`config.mk`:
```
export PLATFORM = sky130hd
export DESIGN_NAME = mem_port_arbiter
export DESIGN_NICKNAME = d
export VERILOG_FILES = /design/src/rtl/mem_port_arbiter.sv
export SDC_FILE = /design/constraint.sdc
export NUM_CORES = 1
export LEC_CHECK = 0
export BUFFER_PORTS_ARGS = -buffer_cell sky130_fd_sc_hd__buf_2
export CORE_UTILIZATION = 42
export CTS_BUF_LIST = sky130_fd_sc_hd__clkbuf_4 sky130_fd_sc_hd__clkbuf_8 sky130_fd_sc_hd__clkbuf_16
export CTS_CLUSTER_SIZE = 25
export DETAILED_ROUTE_END_ITERATION = 10
export PLACE_DENSITY_LB_ADDON = 0.08
export SLEW_MARGIN = 10
export SYNTH_ARGS = -nofsm -noshare
export SYNTH_HDL_FRONTEND = slang
export SYNTH_SLANG_ARGS = --single-unit
```
`constraint.sdc`:
```
create_clock -name clock -period 4.2 [get_ports clock]
set_input_delay 0.84 -clock clock [delete_from_list [all_inputs] [get_ports clock]]
set_output_delay 0.84 -clock clock [all_outputs]
set_load 0.01 [all_outputs]
```
`src/rtl/mem_port_arbiter.sv`:
```
// Round-robin arbiter between the CPU port (0) and the program loader (1)
// in front of a single-port memory. Each grant runs one fixed-latency memory
// access (IDLE -> ISSUE -> WAIT x MEM_LAT -> DONE) ending in a done pulse.
//
// Handshake: a port holds req high with a stable payload until it is granted.
// The payload is latched at the grant edge, and later req/payload changes are
// ignored. The access always completes and pulses that port's done for one
// cycle. If req is still high in the IDLE cycle after done, it is a new request.
module mem_port_arbiter #(
  parameter int ADDR_W  = 16,
  parameter int DATA_W  = 32,
  parameter int MEM_LAT = 2
) (
  input  logic              clock,
  input  logic              reset,
  input  logic              cpu_req,
  input  logic              cpu_we,
  input  logic [ADDR_W-1:0] cpu_addr,
  input  logic [DATA_W-1:0] cpu_wdata,
  output logic [DATA_W-1:0] cpu_rdata,
  output logic              cpu_done,
  input  logic              ldr_req,
  input  logic              ldr_we,
  input  logic [ADDR_W-1:0] ldr_addr,
  input  logic [DATA_W-1:0] ldr_wdata,
  output logic [DATA_W-1:0] ldr_rdata,
  output logic              ldr_done,
  output logic              mem_en,
  output logic              mem_we,
  output logic [ADDR_W-1:0] mem_addr,
  output logic [DATA_W-1:0] mem_wdata,
  input  logic [DATA_W-1:0] mem_rdata,
  output logic              busy,
  output logic              owner,
  output logic [1:0]        dbg_state
);

  typedef enum logic [1:0] {
    S_IDLE  = 2'd0,
    S_ISSUE = 2'd1,
    S_WAIT  = 2'd2,
    S_DONE  = 2'd3
  } state_t;

  localparam logic [3:0] LAT_CNT = 4'(MEM_LAT);

  state_t            state_q, state_d;
  logic              last_owner_q, last_owner_d;
  logic              owner_q, owner_d;
  logic              we_q, we_d;
  logic [ADDR_W-1:0] addr_q, addr_d;
  logic [DATA_W-1:0] wdata_q, wdata_d;
  logic [3:0]        cnt_q, cnt_d;
  logic [DATA_W-1:0] cpu_rdata_q, cpu_rdata_d;
  logic [DATA_W-1:0] ldr_rdata_q, ldr_rdata_d;

  logic any_req;
  logic grant_ldr;
  logic last_wait;

  // On a tie the port that did not win last time is granted.
  assign any_req   = cpu_req | ldr_req;
  assign grant_ldr = ldr_req & (~cpu_req | ~last_owner_q);
  assign last_wait = (state_q == S_WAIT) && (cnt_q == 4'd1);

  // State register; reset drops any access in flight.
  always_ff @(posedge clock or posedge reset) begin
    if (reset) state_q <= S_IDLE;
    else       state_q <= state_d;
  end

  // Next-state logic.
  always_comb begin
    state_d = state_q;
    case (state_q)
      S_IDLE:  if (any_req) state_d = S_ISSUE;
      S_ISSUE: state_d = S_WAIT;
      S_WAIT:  if (cnt_q == 4'd1) state_d = S_DONE;
      S_DONE:  state_d = S_IDLE;
      default: state_d = S_IDLE;
    endcase
  end

  // Datapath registers: grant latches, latency counter, read-data holders.
  always_ff @(posedge clock or posedge reset) begin
    if (reset) begin
      last_owner_q <= 1'b1;
      owner_q      <= 1'b0;
      we_q         <= 1'b0;
      addr_q       <= '0;
      wdata_q      <= '0;
      cnt_q        <= 4'd0;
      cpu_rdata_q  <= '0;
      ldr_rdata_q  <= '0;
    end else begin
      last_owner_q <= last_owner_d;
      owner_q      <= owner_d;
      we_q         <= we_d;
      addr_q       <= addr_d;
      wdata_q      <= wdata_d;
      cnt_q        <= cnt_d;
      cpu_rdata_q  <= cpu_rdata_d;
      ldr_rdata_q  <= ldr_rdata_d;
    end
  end

  // Datapath next values: latch winner at grant, count WAIT, capture read data.
  always_comb begin
    last_owner_d = last_owner_q;
    owner_d      = owner_q;
    we_d         = we_q;
    addr_d       = addr_q;
    wdata_d      = wdata_q;
    cnt_d        = cnt_q;
    cpu_rdata_d  = cpu_rdata_q;
    ldr_rdata_d  = ldr_rdata_q;

    if ((state_q == S_IDLE) && any_req) begin
      owner_d      = grant_ldr;
      last_owner_d = grant_ldr;
      we_d         = grant_ldr ? ldr_we    : cpu_we;
      addr_d       = grant_ldr ? ldr_addr  : cpu_addr;
      wdata_d      = grant_ldr ? ldr_wdata : cpu_wdata;
    end

    if (state_q == S_ISSUE) cnt_d = LAT_CNT;
    else if (state_q == S_WAIT) cnt_d = cnt_q - 4'd1;

    if (last_wait && !we_q) begin
      if (owner_q) ldr_rdata_d = mem_rdata;
      else         cpu_rdata_d = mem_rdata;
    end
  end

  // Outputs decoded from the current state and the latched grant.
  always_comb begin
    mem_en    = (state_q == S_ISSUE);
    mem_we    = (state_q == S_ISSUE) && we_q;
    busy      = (state_q != S_IDLE);
    owner     = (state_q != S_IDLE) && owner_q;
    cpu_done  = (state_q == S_DONE) && !owner_q;
    ldr_done  = (state_q == S_DONE) && owner_q;
    dbg_state = state_q;
  end

  assign mem_addr  = addr_q;
  assign mem_wdata = wdata_q;
  assign cpu_rdata = cpu_rdata_q;
  assign ldr_rdata = ldr_rdata_q;

endmodule

```
Word level (Yosys, flattened, before mapping). Cells that the tools add are included.

Word-level logic and storage cells: 45. Bits in registers: 121. Output and inout port bits: 120. Input bits: 134.

Muxes and demuxes: 8. Equal/unequal tests: 6. Reductions and logical operators: 15. Bitwise logic cells: 6. Add/subtract/negate cells: 1.

Operator list (count): $mux W32 (1); $mux W16 (1); $mux W4 (2); $pmux W2 S4 (1); $logic_and A1 B1 Y1 (7); $reduce_and A2 Y1 (3); $eq A2 B2 Y1 const B (2); $eq A4 B1 Y1 const B (1); $mux W2 (2); $ne A2 B2 Y1 const B (2); $reduce_bool A2 Y1 (2); $sub A4 B1 Y4 const B (1); $not A1 Y1 (3); $eq A2 B1 Y1 const B (1); $logic_not A1 Y1 (2); $logic_not A2 Y1 (1); $or A1 B1 Y1 (2); $and A1 B1 Y1 (1); $mux W1 (1).

Logic depth before layout (Yosys ltp).
Depth after elaboration: 4. Mapped depth: 8.

Worst setup path after synthesis. OpenSTA, ideal clock, no wires.

Kind: register -> register. Start: register cnt_q[1]. End: register cpu_rdata_q[0] (netlist: cpu_rdata[0]). Stages on the path, launching flop included: 8. Period minus slack after synthesis: 2.110 ns. Data arrival time: 1.985 ns. Setup time: 0.125 ns. Data required time: 4.075 ns. Slack: 2.090 ns. Path through: dfrtp_1 -> inv_1 -> ha_1 -> or3b_4 -> or4b_4 -> buf_6 -> buf_12 -> mux2_4.

Longest elaborated chain between the ends: 4.

Ends and longest elaborated chain: start: declaration (RTL line 53) `logic [3:0] cnt_q, cnt_d;`; start signal: assignment (RTL line 101) `cnt_q <= cnt_d;`; $eq A4 B1 Y1 (RTL line 64) `assign last_wait = (state_q == S_WAIT) && (cnt_q == 4'd1);`; $logic_and A1 B1 Y1 (RTL line 64); $logic_and A1 B1 Y1 (RTL line 129) `if (last_wait && !we_q) begin`; $reduce_and A2 Y1 (no source line); end signal: assignment (RTL line 102) `cpu_rdata_q <= cpu_rdata_d;`; end: declaration (RTL line 54) `logic [DATA_W-1:0] cpu_rdata_q, cpu_rdata_d;`.

Every way passes these cells. A chain may end at the register's enable or synchronous reset.

Worst setup path in the final report.
Start: register state_q[0] (netlist: dbg_state[0]). End: output port busy.

Longest elaborated chain between the ends: 1.

Ends and longest elaborated chain: start: declaration (RTL line 47) `state_t state_q, state_d;`; start signal: assignment (RTL line 69) `else state_q <= state_d;`; $reduce_bool A2 Y1 (RTL line 139) `busy = (state_q != S_IDLE);`; end: declaration (RTL line 33) `output logic busy,`.

Every way passes these cells.

==> metrics.txt <==
DP Wirelength 9507 um; DRC 0; Gate power share 37.7%; FF-to-FF setup slack 1.82 ns; Pleak 3.843 nW; share of post-route cells with drive strength above 1 about half; most common cell after layout, fill and taps aside buf_2; total negative slack 0 ns; Hold Buf Count CTS 0; commonest non-fill, non-tap cells in the layout buf_2, dfrtp_1, a21oi_1, nand2_1, nor2_1; #FFs+latches synth 121; Post-Place Cells approximately 850; Final period util ~57%; Max Cap Viol 0; GRT Util Overall 22.32%; die footprint ~0.013 mm2; Min-Delay Startpoint ldr_rdata[5]; met1 WL 5768 um; Slew @ Worst Pin 1.076 ns; clock network power share 26.7%; Worst-path clk slew 0.05 ns; DR iter-0 viols 204; synthesis-to-layout area growth 38.69%; CTS tree done; first-pass GRT wire length 22,130 um; top sig layer met4; Syn Nets 595; R2R Path Start dbg_state[0]; Setup Crit Path Kind flop to primary output; Worst Path Buf+Inv 3; post-CTS setup buffers 0; Critical Path Max Stage Delay 0.42 ns; Clock H-tree levels 4; vias 4,320; # IOs 254; share of the synthesized area in the top cell type between 50% and 60%; Fillers 1,071; worst min path class flop to flop; CP max stage cell dfrtp_1; vias in the first global route 4,422; sw power 1.955 mW; RSZ-0062 raised after global routing no; status completed; sw frac 33.83%; fin nets 843; Inserted Diodes 0; CTS buffer count 17; 1st-pass router iterations 5; total grt overflow 0; Synth area leader dfrtp_1; initial antenna violation count 0; Peak Freq around 420 MHz; clk_lat worst skew 0.40 ns; Synth cell types 31; CP cell instances inv_1 -> ha_1 -> inv_1 -> buf_2; WP data required 3.36 ns; Synth Area per Inst 11.45 um2; Non-Filler Instances approximately 880; worst hold path stage count 1; post-synthesis cell area between 0.005 and 0.006 mm2; GPL Wtd Cong 0.8281; Clock Tree Buf Depth 2; Die Wd 113.4 um; power per cell area 799.9 mW/mm2; r2r endpoint mem_wdata[8]; clock sink count roughly 120; clk root buf clkbuf_16; Final Power 5.780 mW; Met2 Wirelength 6726 um; Seq/Total Area, Yosys 58.14%; number of routed nets with antenna violations 0; Mapped Cells around 460; final hold violations 0; Hold EP ldr_rdata[5]; CP top delay family flip-flops; depth of the most critical reg-to-reg path 6; post_cts resized 0; Critical Path End Type primary output; min cycle time layout approximately 2.4 ns; setup violators final 0; row count 40; Initial Utilization 43.20%; core footprint between 0.01 and 0.015 mm2; # port buffers 253; routed len/inst about 16 um; Arr. time, crit path around 1.6 ns; Worst path most repeated cell inv_1; Int Pwr 3.825 mW; Die H between 100 and 150 um; critical path fanouts, max 8; Max Slew Vio Count 0; via/cell ratio about 4.9; VDD IR max 0.0004293 V; Slew HR roughly 28%; Sequential Power Share roughly 36%; crit start category flop; WL met3 1020 um; routed wire length between 10,000 and 15,000 um; pin count of the biggest net entering global routing 65; ranking of synthesized cells by area dfrtp_1, a21oi_1, mux2_4; Yosys warning count 0; Worst Skew 0.004668 ns
flip-flops by register name, summed over array words and instances, names as in the netlist:
| name | cells |
|---|---|
| cpu_rdata | 32 |
| ldr_rdata | 32 |
| mem_wdata | 32 |
| mem_addr | 16 |
| cnt_q | 4 |
| dbg_state | 2 |
| last_owner_q | 1 |
| owner_q | 1 |
| we_q | 1 |
synthesized netlist by cell type:
master,instances
dfrtp_1,120
a21oi_1,99
nand2_1,52
nor2_1,51
mux2_2,35
mux2_4,30
clkbuf_1,21
inv_1,7
ha_1,6
buf_12,3
buf_2,3
nor2b_1,3
o21ai_0,3
and2_1,2
mux2i_1,2
nand2b_1,2
o22a_1,2
a21bo_2,1
a21boi_1,1
a22oi_1,1
a31oi_1,1
buf_1,1
buf_6,1
dfstp_2,1
nand3b_1,1
nor3_1,1
o21a_1,1
o21ai_1,1
o22ai_1,1
or3b_4,1
or4b_4,1
stage by stage:
stage / util (%) / hold slack, ns / cell area [um2] / setup slack, ns
2_1_floorplan: - / 0.4833 / 5210 / 0.1475
3_3_place_gp: 54.68 / 0.4835 / 6595 / 1.761
3_5_place_dp: 54.68 / 0.4866 / 6595 / 1.665
4_1_cts: 59.91 / 0.5019 / 7226 / 1.757
5_1_grt: 59.91 / 0.5149 / 7226 / 1.604
6_report: 59.91 / 0.4968 / 7226 / 1.791
worst max path at each step:
stage | startpoint | to | slack [ns] | cells after the start
2_1_floorplan | reset | cnt_q[0] | 0.15 | 1
3_3_place_gp | ldr_req | mem_wdata[9] | 1.76 | 5
3_5_place_dp | ldr_req | mem_addr[9] | 1.66 | 5
4_1_cts | dbg_state[1] | busy | 1.76 | 4
5_1_grt | dbg_state[1] | mem_addr[9] | 1.60 | 6
6_report | dbg_state[0] | busy | 1.79 | 4
area by class of cell:
cell class | count | area, um2 | area share, %
Sequential cell | 121 | 3029 | 41.92
Inverter | 7 | 28.78 | 0.3983
Clock buffer | 22 | 488.0 | 6.753
Tap cell | 168 | 210.2 | 2.909
Clock inverter | 8 | 142.6 | 1.974
Timing Repair Buffer | 258 | 1316 | 18.22
Multi-Input combinational cell | 298 | 2011 | 27.83
power groups by stage:
stage | Clock (mW) | Sequential [mW] | Combinational [mW]
2_1_floorplan | 0 | 2.30 | 1.05
3_3_place_gp | 0 | 2.04 | 2.14
3_5_place_dp | 0 | 2.06 | 2.19
4_1_cts | 1.58 | 2.06 | 2.20
5_1_grt | 1.63 | 2.13 | 2.41
6_report | 1.55 | 2.06 | 2.18
per-layer routing:
metal  track usage [%]  up-vias
li1                  -     2035
met2             35.50      203
met3             6.429       22
met1             28.50     2060
met4             9.737        0
met5                 0        -
cell families (layout without fill, tap and decap cells):
kind of cell | Yosys count | count (layout) | share of synthesized area (%)
fa+ha+maj | 6 | 6 | 1.441
mux | 67 | 67 | 16.59
simple gates | 114 | 114 | 8.982
compound gates | 111 | 111 | 11.10
flops | 121 | 121 | 58.14
buf+inv | 36 | 295 | 3.746
No activity file was read; power rests on OpenSTA's default activity.
